<file path="src/rtl/fetch_decode.sv">
// Fetch/decode front end: PC register, synchronous instruction ROM interface,
// registered decode of the instruction word into Execute's control bundle,
// branch redirect with wrong-path squash, and a sticky halt.
module fetch_decode #(
    parameter int unsigned ADDR_W   = 10,
    parameter int unsigned RESET_PC = 0,
    parameter int unsigned UOP_B    = 9,
    parameter int unsigned UOP_HLT  = 31
) (
    input  logic              clk,
    input  logic              rst_n,
    output logic [ADDR_W-1:0] imem_addr,
    output logic              imem_en,
    input  logic [31:0]       imem_rdata,
    input  logic              global_disable,
    input  logic [31:0]       delta_instruction,
    output logic              num_to_rhs,
    output logic [31:0]       num,
    output logic [3:0]        sel_p0,
    output logic [3:0]        sel_p1,
    output logic [3:0]        sel_in,
    output logic [4:0]        uop,
    output logic [3:0]        branch_cond,
    output logic [ADDR_W-1:0] exec_pc,
    output logic              halted
);

    localparam int unsigned DATA_W = 32;
    localparam int unsigned UOP_W  = 5;
    localparam int unsigned REG_W  = 4;
    localparam int unsigned IMM_W  = 18;
    localparam int unsigned BOFF_W = 22;

    // Control bundle handed to Execute; all-zero is a NOP.
    typedef struct packed {
        logic              num_to_rhs;
        logic [DATA_W-1:0] num;
        logic [REG_W-1:0]  sel_p0;
        logic [REG_W-1:0]  sel_p1;
        logic [REG_W-1:0]  sel_in;
        logic [UOP_W-1:0]  uop;
        logic [REG_W-1:0]  branch_cond;
    } bundle_t;

    logic [ADDR_W-1:0] pc_q;
    logic [ADDR_W-1:0] pc_n;
    logic [ADDR_W-1:0] pc_d_q;
    logic [ADDR_W-1:0] pc_d_n;
    logic [ADDR_W-1:0] exec_pc_n;
    logic              v_d_q;
    logic              v_d_n;
    logic              halted_n;
    logic              redirect_c;
    logic              imm_c;
    bundle_t           dec_c;
    bundle_t           bundle_q;
    bundle_t           bundle_n;
    logic              unused_delta_hi;

    // Only the low ADDR_W bits of the word offset matter; addresses wrap.
    assign unused_delta_hi = ^delta_instruction[DATA_W-1:ADDR_W];

    // Redirects are ignored once halted.
    assign redirect_c = global_disable && !halted;

    assign imem_addr = pc_q;
    assign imem_en   = !halted;

    // Decode the ROM data word; branch offset takes precedence over the imm flag.
    always_comb begin
        dec_c             = '0;
        imm_c             = imem_rdata[26];
        dec_c.uop         = imem_rdata[31:27];
        dec_c.sel_in      = imem_rdata[25:22];
        dec_c.branch_cond = imem_rdata[25:22];
        dec_c.sel_p0      = imem_rdata[21:18];
        dec_c.sel_p1      = imm_c ? '0 : imem_rdata[17:14];
        if (dec_c.uop == UOP_W'(UOP_B)) begin
            dec_c.num        = {{(DATA_W-BOFF_W){imem_rdata[BOFF_W-1]}}, imem_rdata[BOFF_W-1:0]};
            dec_c.num_to_rhs = 1'b1;
        end else if (imm_c) begin
            dec_c.num        = {{(DATA_W-IMM_W){1'b0}}, imem_rdata[IMM_W-1:0]};
            dec_c.num_to_rhs = 1'b1;
        end
    end

    // Next-state: halt freezes fetch, redirect squashes, otherwise advance.
    always_comb begin
        pc_n      = pc_q;
        pc_d_n    = pc_d_q;
        v_d_n     = 1'b0;
        exec_pc_n = exec_pc;
        halted_n  = halted;
        bundle_n  = '0;
        if (halted) begin
            v_d_n = 1'b0;
        end else if (redirect_c) begin
            pc_n      = exec_pc + delta_instruction[ADDR_W-1:0];
            v_d_n     = 1'b0;
            exec_pc_n = pc_d_q;
        end else begin
            pc_n      = pc_q + ADDR_W'(1);
            pc_d_n    = pc_q;
            v_d_n     = 1'b1;
            exec_pc_n = pc_d_q;
            if (v_d_q) begin
                bundle_n = dec_c;
                if (dec_c.uop == UOP_W'(UOP_HLT)) begin
                    halted_n = 1'b1;
                end
            end
        end
    end

    // State and output registers.
    always_ff @(posedge clk or negedge rst_n) begin
        if (!rst_n) begin
            pc_q     <= ADDR_W'(RESET_PC);
            pc_d_q   <= '0;
            v_d_q    <= 1'b0;
            exec_pc  <= '0;
            halted   <= 1'b0;
            bundle_q <= '0;
        end else begin
            pc_q     <= pc_n;
            pc_d_q   <= pc_d_n;
            v_d_q    <= v_d_n;
            exec_pc  <= exec_pc_n;
            halted   <= halted_n;
            bundle_q <= bundle_n;
        end
    end

    assign num_to_rhs  = bundle_q.num_to_rhs;
    assign num         = bundle_q.num;
    assign sel_p0      = bundle_q.sel_p0;
    assign sel_p1      = bundle_q.sel_p1;
    assign sel_in      = bundle_q.sel_in;
    assign uop         = bundle_q.uop;
    assign branch_cond = bundle_q.branch_cond;

endmodule

</file>
<file path="config.mk">
export PLATFORM = sky130hd
export DESIGN_NAME = fetch_decode
export DESIGN_NICKNAME = d
export VERILOG_FILES = /design/src/rtl/fetch_decode.sv
export SDC_FILE = /design/constraint.sdc
export NUM_CORES = 1
export LEC_CHECK = 0
export BUFFER_PORTS_ARGS = -buffer_cell sky130_fd_sc_hd__buf_2
export CORE_ASPECT_RATIO = 0.9
export CORE_UTILIZATION = 47
export DETAILED_ROUTE_END_ITERATION = 7
export PLACE_DENSITY_LB_ADDON = 0.05
export SLEW_MARGIN = 25
export SYNTH_ARGS = -nofsm -noshare
export SYNTH_HDL_FRONTEND = slang
export SYNTH_SLANG_ARGS = --single-unit
</file>
<file path="constraint.sdc">
create_clock -name clk -period 2.5 [get_ports clk]
set_input_delay 0.625 -clock clk [delete_from_list [all_inputs] [get_ports clk]]
set_output_delay 0.625 -clock clk [all_outputs]
set_load 0.01 [all_outputs]
</file>
Word level (Yosys, flattened, before mapping)
Index checks and enable logic that the tools add are counted.
Widths: inputs -> output; s select.
Word-level totals
  word-level logic and storage cells: 34
  bits in registers: 86
  output and inout port bits: 76
Operators by class
  reduce and logical (&&, ||, !) cells: 3
  equal/unequal tests: 2
  bitwise logic cells: 2
  $add $sub $neg: 2
  multiplexer cells: 13
Operator list (number)
  $mux 54: 3
  $mux 33: 2
  $add 10x1->10 const B: 1
  $add 10x10->10: 1
  $mux 10: 1
  $mux 1: 6
  $eq 5x4->1 const B: 1
  $eq 5x5->1 const B: 1
  $mux 4: 1
  $not 1->1: 2
  $reduce_and 2->1: 1
  $logic_and 1x1->1: 1
  $logic_not 1->1: 1

Logic depth before layout (Yosys ltp)
Gate-level depths: netlist of the first run.
  depth after elaboration: 5
  mapped depth: 7
  gate-level depth less buffers: 7

Worst setup path before layout of the first run
No wires, ideal clock.
  path type: input to register
  start point: in delta_instruction[0]
  end point: reg pc_q[8] (netlist: imem_addr[8])
  arrival time: 2.122 ns
  required time: 2.368 ns
  stages: 7
  path buffers: 0
  slack: 0.246 ns
  path through: ha_1 > fa_1 > a211oi_1 > o21bai_1 > a31o_2 > xnor2_1 > o21ai_0
On the way
  word-level cells in the longest chain between the ends: 2
RTL lines
  start: declaration: line 16  | input logic [31:0] delta_instruction,
  $add 10x10->10: line 98  | pc_n = exec_pc + delta_instruction[ADDR_W-1:0];
  $mux 10: line 97  | end else if (redirect_c) begin
  end signal: assignment: line 118  | pc_q <= ADDR_W'(RESET_PC);
  end signal: assignment: line 125  | pc_q <= pc_n;
  end: declaration: line 45  | logic [ADDR_W-1:0] pc_q;
Every way passes these cells.
A chain may end at the register's enable or synchronous reset.

Final worst setup path of the first run
  start point: reg exec_pc[0]
  end point: reg pc_q[8] (netlist: imem_addr[8])
On the way
  word-level cells in the longest chain between the ends: 2
RTL lines
  start: declaration: line 24  | output logic [ADDR_W-1:0] exec_pc,
  start signal: assignment: line 128  | exec_pc <= exec_pc_n;
  $add 10x10->10: line 98
  $mux 10: line 97
Every way passes these cells.

==> results of run 1 <==
[kinds of logic (layout without fill, tap and decap cells)]
| kind of cell | count (synthesis) | in the layout | synth area share |
|---|---|---|---|
| xor+xnor | 9 | 9 | 0.0247 |
| mux | 24 | 24 | 0.0836 |
| simple gates | 80 | 80 | 0.148 |
| compound gates | 38 | 38 | 0.0821 |
| buf+inv | 24 | 145 | 0.0506 |
| fa+ha+maj | 11 | 11 | 0.0455 |
| flops | 72 | 72 | 0.565 |
[per-layer routing]
layer,routed length (um),vias up
met2,3260,72
met5,0,-
met3,530,7
li1,-,1130
met1,2850,1116
met4,43,0
[placed cells by master (no fill, tap or decap), types with 2 or more instances in the layout]
cell type / count
mux2i_1: 3
xor2_1: 3
dfrtp_1: 72
nand4_1: 2
a21o_1: 2
ha_1: 10
and3_1: 14
nor3_1: 4
and4_1: 3
nor2_1: 6
and2_1: 28
nand2_1: 11
o21bai_1: 2
a31oi_1: 2
nor2b_1: 2
a211oi_1: 3
a21oi_1: 3
o21ai_0: 11
buf_2: 119
clkbuf_8: 9
buf_4: 8
mux2_2: 21
a211o_1: 3
clkinvlp_4: 3
nor4_1: 2
xnor2_1: 6
[worst paths after layout]
| kind | from | endpoint | slack, ns | cells after the start |
|---|---|---|---|---|
| setup reg to reg | exec_pc[0] | imem_addr[8] | 0.44 | 8 |
| hold / removal | rst_n | exec_pc[7] | 0.19 | 1 |
| min in group clk | imem_rdata[1] | num[1] | 0.48 | 2 |
| hold reg to reg | pc_d_q[0] | exec_pc[0] | 0.51 | 1 |
| setup / recovery | exec_pc[0] | imem_addr[8] | 0.44 | 8 |
| max in group asynchronous | rst_n | halted | 1.75 | 2 |
[layout make-up]
cell class                      count  area, um2
Fill cell                         573       2560
Sequential cell                    72       1800
Multi-Input combinational cell    162       1230
Timing Repair Buffer              128        676
Clock buffer                       10        128
Tap cell                           90        113
Clock inverter                      6       45.0
Inverter                            1       3.75
[registers in the layout (all words and copies together), names as in the netlist]
name and count:
v_d_q 1, exec_pc 10, branch_cond 4, imem_addr 10, halted 1, uop 5
num_to_rhs 1, num 22, sel_p1 4, pc_d_q 10, sel_p0 4
[stage by stage]
| stage | setup WS [ns] | util | power (mW) | cells |
|---|---|---|---|---|
| after floorplan | 0.246 | - | 2.63 | 258 |
| after global placement | 0.0886 | 0.583 | 3.09 | 453 |
| final | 0.438 | 0.609 | 3.90 | 469 |
| after detailed placement | 0.0976 | 0.583 | 3.12 | 453 |
| after global routing | 0.311 | 0.609 | 4.19 | 469 |
| after CTS | 0.422 | 0.609 | 3.95 | 469 |
[power by group]
| part | internal [mW] | leakage (nW) | switching (mW) | total, mW |
|---|---|---|---|---|
| clock network | 0.363 | 0.0789 | 0.439 | 0.802 |
| registers | 1.44 | 0.930 | 0.272 | 1.71 |
| logic | 0.702 | 1.16 | 0.685 | 1.39 |
| total | 2.50 | 2.17 | 1.40 | 3.90 |
[critical path, stage by stage, from the launching register on]
cell      delay (ns)
dfrtp_1         0.40
ha_1            0.23
fa_1            0.40
a211oi_1        0.24
buf_4           0.15
o21bai_1        0.07
a31o_2          0.24
xnor2_1         0.13
o21ai_0         0.08
==> impl_metrics.ini, run 1 <==
[drt]
ant_nets = 0
dr_total_vias = 2325
first_iter_violations = 43
dr.pass1.iters = 4
wl_um = 6680
wire_per_inst_um = 14.2
drc = 0
post_drt_via_cell_ratio = 4.96

[synth]
yosys.area.top_type = dfrtp_1
yosys-top-cells-count = dfrtp_1, and2_1, mux2_2
synth.most_common_cell = dfrtp_1
postSynth.asyncResetShare = 1.00
yosysSeqAreaShare = 0.565
synth_edf_count = 0
synth_area_mm2 = 0.00319
synth-seq-cells = 72
synthesis.nets = 336
yosysUniqueCellTypes = 47
yosysTopAreaCellShare = 0.565
ys_top_cells_by_area = dfrtp_1, mux2_2, and2_1
yosysWarnings = 0
synthCells = 258
avgSynthCellArea_um2 = 12.4
ys.flop_type = dfrtp_1

[cts]
cts_sinks = 72
cts_setup_buffers = 0
cts_resized = 0
cts_made_buffers = 9
hold_buffers = 0
cts_tree = yes
clockRootBuffer = clkbuf_8
clock_tree.buffer_depth = 2
htree_levels = 3
worstSkewPairLatency_ns = 0.34
path_clk_slew_ns = 0.08

[setup_path]
cp_max_fo = 3
critPathLaunchType = register
critPathKind = register to register
critical_path_required_ns = 2.73
endpoint_kind = register
arrival_ns = 2.29

[timing]
finalCriticalPeriod_ns = 2.06
setup_viol = 0
period_share = 0.825
max_freq_mhz = 485
maxSlewViolCount = 0
hold_violations = 0
relSlewSlack = 0.735
finClkSkew_ns = 0.00991
tightest_slew_ns = 0.393
rsz0062_at_grt = false
fin_hold_ws_ns = 0.190
setup-tns-final_ns = 0

[status]
status = complete, no violations

[worst_hold_path]
hold_class = input port to asynchronous set/reset pin

[placement]
place_area_mm2 = 0.00382
gp_routability_congestion = 0.776
portBuffers = 120
hpwl_um = 4800

[floorplan]
start_util = 0.486
die_w_um = 88.8
fp.dieH_um = 80.1
die_area_mm2 = 0.00711
io_pins = 143
rows = 28
core_mm2 = 0.00655

[global_route]
grtUsageMet1 = 0.235
antenna_found_initial = 0
grt_use_total = 0.201
met2_usage = 0.331
grt_pass1_wl_um = 10500
met3_usage = 0.0904
grt_max_degree = 47
first_global_vias = 2233
gr-total-overflow = 0
busiest_layer = met2

[final_layout]
antennaDiodeCount = 0
syn_to_final_growth_pct = 25.3
fin_area_mm2 = 0.00399
nNetsFinal = 452
drive_gt1_frac = 0.446

[power_and_ir_drop]
ir_worst_vdd_mv = 0.508
power.density_mw_per_mm2 = 976
p_leak_nw = 2.17

[job]
maxCapViolations = 0
Note: power is estimated with default switching activity, not from simulation.
==> run 2, diff against run 1 <==
--- a/config.mk
+++ b/config.mk
@@ -5,9 +5,10 @@
 export SDC_FILE = /design/constraint.sdc
 export NUM_CORES = 1
 export LEC_CHECK = 0
+export ABC_AREA = 1
 export BUFFER_PORTS_ARGS = -buffer_cell sky130_fd_sc_hd__buf_2
 export CORE_ASPECT_RATIO = 0.9
-export CORE_UTILIZATION = 47
+export CORE_UTILIZATION = 43
 export DETAILED_ROUTE_END_ITERATION = 7
 export PLACE_DENSITY_LB_ADDON = 0.05
 export SLEW_MARGIN = 25
==> constraint.sdc (replaced) <==
create_clock -name clk -period 1.8 [get_ports clk]
set_input_delay 0.45 -clock clk [delete_from_list [all_inputs] [get_ports clk]]
set_output_delay 0.45 -clock clk [all_outputs]
set_load 0.01 [all_outputs]
==> impl_metrics.ini, run 2 <==
[timing]
rsz0062_at_grt = false
tightest_slew_ns = 0.398
relSlewSlack = 0.735
finClkSkew_ns = 0.00918
finalCriticalPeriod_ns = 1.67
setup_viol = 0
period_share = 0.927
hold_violations = 0
maxSlewViolCount = 0
max_freq_mhz = 599
finalWorstSetupSlack_ns = 0.131

[synth]
yosysWarnings = 0
yosysSeqAreaShare = 0.547
synthesis.nets = 453
yosys-top-cells-count = nand2_1, dfrtp_1, inv_1
ys_top_cells_by_area = dfrtp_1, nand2_1, inv_1
synth-seq-cells = 72
yosysTopAreaCellShare = 0.547
synth_area_mm2 = 0.00330
synthCells = 375
avgSynthCellArea_um2 = 8.79
yosysUniqueCellTypes = 31
synth_edf_count = 0
synth.most_common_cell = nand2_1
ys.flop_type = dfrtp_1
postSynth.asyncResetShare = 1.00
yosys.area.top_type = dfrtp_1

[power_and_ir_drop]
p_sw_frac = 0.230
ir_worst_vdd_mv = 0.448
power.switching_mw = 0.650
power.share.sequential = 0.577
power.total_mw = 2.83
p_leak_nw = 2.54
power.density_mw_per_mm2 = 684
internal_power_mw = 2.18
clockPowerShare = 0.369
combPwrFrac = 0.054

[global_route]
gr-total-overflow = 0
grt_use_total = 0.191
grt_pass1_wl_um = 11600
first_global_vias = 2590
grt_max_degree = 73
antenna_found_initial = 0

[final_layout]
nNetsFinal = 573
syn_to_final_growth_pct = 25.3
antennaDiodeCount = 0
final_cell_mix = buf_2, nand2_1, dfrtp_1
largest_reg_flops = 22
nFillCells = 722
fin_cells = 592
drive_gt1_frac = 0.329
final_common_cell = buf_2

[cts]
cts_made_buffers = 9
path_clk_slew_ns = 0.07
clock_tree.buffer_depth = 2
cts_tree = yes
htree_levels = 3
hold_buffers = 0
worstSkewPairLatency_ns = 0.33
cts_sinks = 72
clockRootBuffer = clkbuf_8

[placement]
gp_routability_congestion = 0.892
pre_cts_ws_ns = -0.117
hpwl_um = 5350
placed_cells = 576
portBuffers = 120

[setup_path]
endpoint_kind = register
cp_max_fo = 4
critical_path_required_ns = 2.02
r2r_end = imem_addr[6]
worstRegToRegCells = 10
critPathLaunchType = register
cp-startpoint = exec_pc[0]
critPathKind = register to register
r2r_slack_ns = 0.13
crit_path_end = imem_addr[6]
arrival_ns = 1.88
rr_startpoint = exec_pc[0]

[floorplan]
die_w_um = 94.3
io_pins = 143
fp.dieH_um = 85.1
start_util = 0.456
core_mm2 = 0.00722
die_area_mm2 = 0.00802
rows = 29

[drt]
wl_um = 7100
wire_per_inst_um = 12.0
dr.pass1.iters = 4
drc = 0
first_iter_violations = 65
dr_total_vias = 2685
ant_nets = 0
post_drt_via_cell_ratio = 4.54

[job]
maxCapViolations = 0

[status]
status = complete, no violations

[worst_hold_path]
hold_class = input port to asynchronous set/reset pin
[run 2: kinds of logic after synthesis]
kind of cell | after synthesis | share of synthesized area
flip-flops | 72 | 0.547
adder cells (fa/ha/maj) | 11 | 0.0440
buffers and inverters | 90 | 0.121
XOR/XNOR | 4 | 0.0106
AO/OA/AOI/OAI | 40 | 0.0676
AND/OR/NAND/NOR | 158 | 0.210
[run 2: critical path, cell delays in order (launching register included)]
cell	delay (ns)
dfrtp_1	0.40
ha_2	0.19
fa_1	0.37
nand2_1	0.09
nand2_1	0.05
nand2_1	0.06
nand2_2	0.08
a21oi_2	0.14
nand2_1	0.06
nand2_1	0.06
o21ai_1	0.05
[run 2: metal layers]
layer  track usage  vias to the layer above  routed length, um  part of all wire
met3        0.0591                       12                547             0.077
met2         0.281                       91               3100              0.44
met1         0.260                     1207               3330              0.47
met4        0.0853                        0                127             0.018
met5             0                        -                  0                 0
li1              -                     1375                  -                 -
[run 2: area by class of cell]
| cell class | count | area (um2) | area share |
|---|---|---|---|
| Inverter | 68 | 255 | 0.0618 |
| Clock inverter | 4 | 22.5 | 0.00545 |
| Clock buffer | 11 | 131 | 0.0318 |
| Sequential cell | 72 | 1800 | 0.436 |
| Multi-Input combinational cell | 213 | 1110 | 0.268 |
| Tap cell | 93 | 116 | 0.0282 |
| Timing Repair Buffer | 131 | 696 | 0.168 |
[run 2: power by group through the flow]
stage | sequential [mW] | combinational, mW | clock, mW
2_1_floorplan | 1.66 | 0.0543 | 0
3_3_place_gp | 1.66 | 0.154 | 0
3_5_place_dp | 1.66 | 0.156 | 0
4_1_cts | 1.63 | 0.157 | 1.09
5_1_grt | 1.63 | 0.177 | 1.15
6_report | 1.63 | 0.153 | 1.04
[run 2: through the flow]
step | area [um2] | hold slack (ns) | util | TNS (ns)
2_1_floorplan | 3300 | 0.154 | - | 0
3_3_place_gp | 3960 | 0.493 | 0.548 | -0.241
3_5_place_dp | 3960 | 0.505 | 0.548 | -0.286
4_1_cts | 4110 | 0.140 | 0.569 | 0
5_1_grt | 4130 | 0.142 | 0.572 | 0
6_report | 4130 | 0.104 | 0.572 | 0
[run 2: how the worst min path moves through the flow]
stage / to / slack, ns / cells after the start
global route: pc_d_q[7] / 0.14 / 2
detailed placement: pc_d_q[7] / 0.51 / 2
floorplan: branch_cond[0] / 0.15 / 0
finish: imem_addr[5] / 0.10 / 2
global placement: exec_pc[3] / 0.49 / 2
CTS: pc_d_q[7] / 0.14 / 2
[run 2: timing repair]
action	in CTS	in global routing
endpoints found under the hold margin	0	0
gates resized for setup	0	5
endpoints found under the setup margin	0	3
buffers inserted	0	1
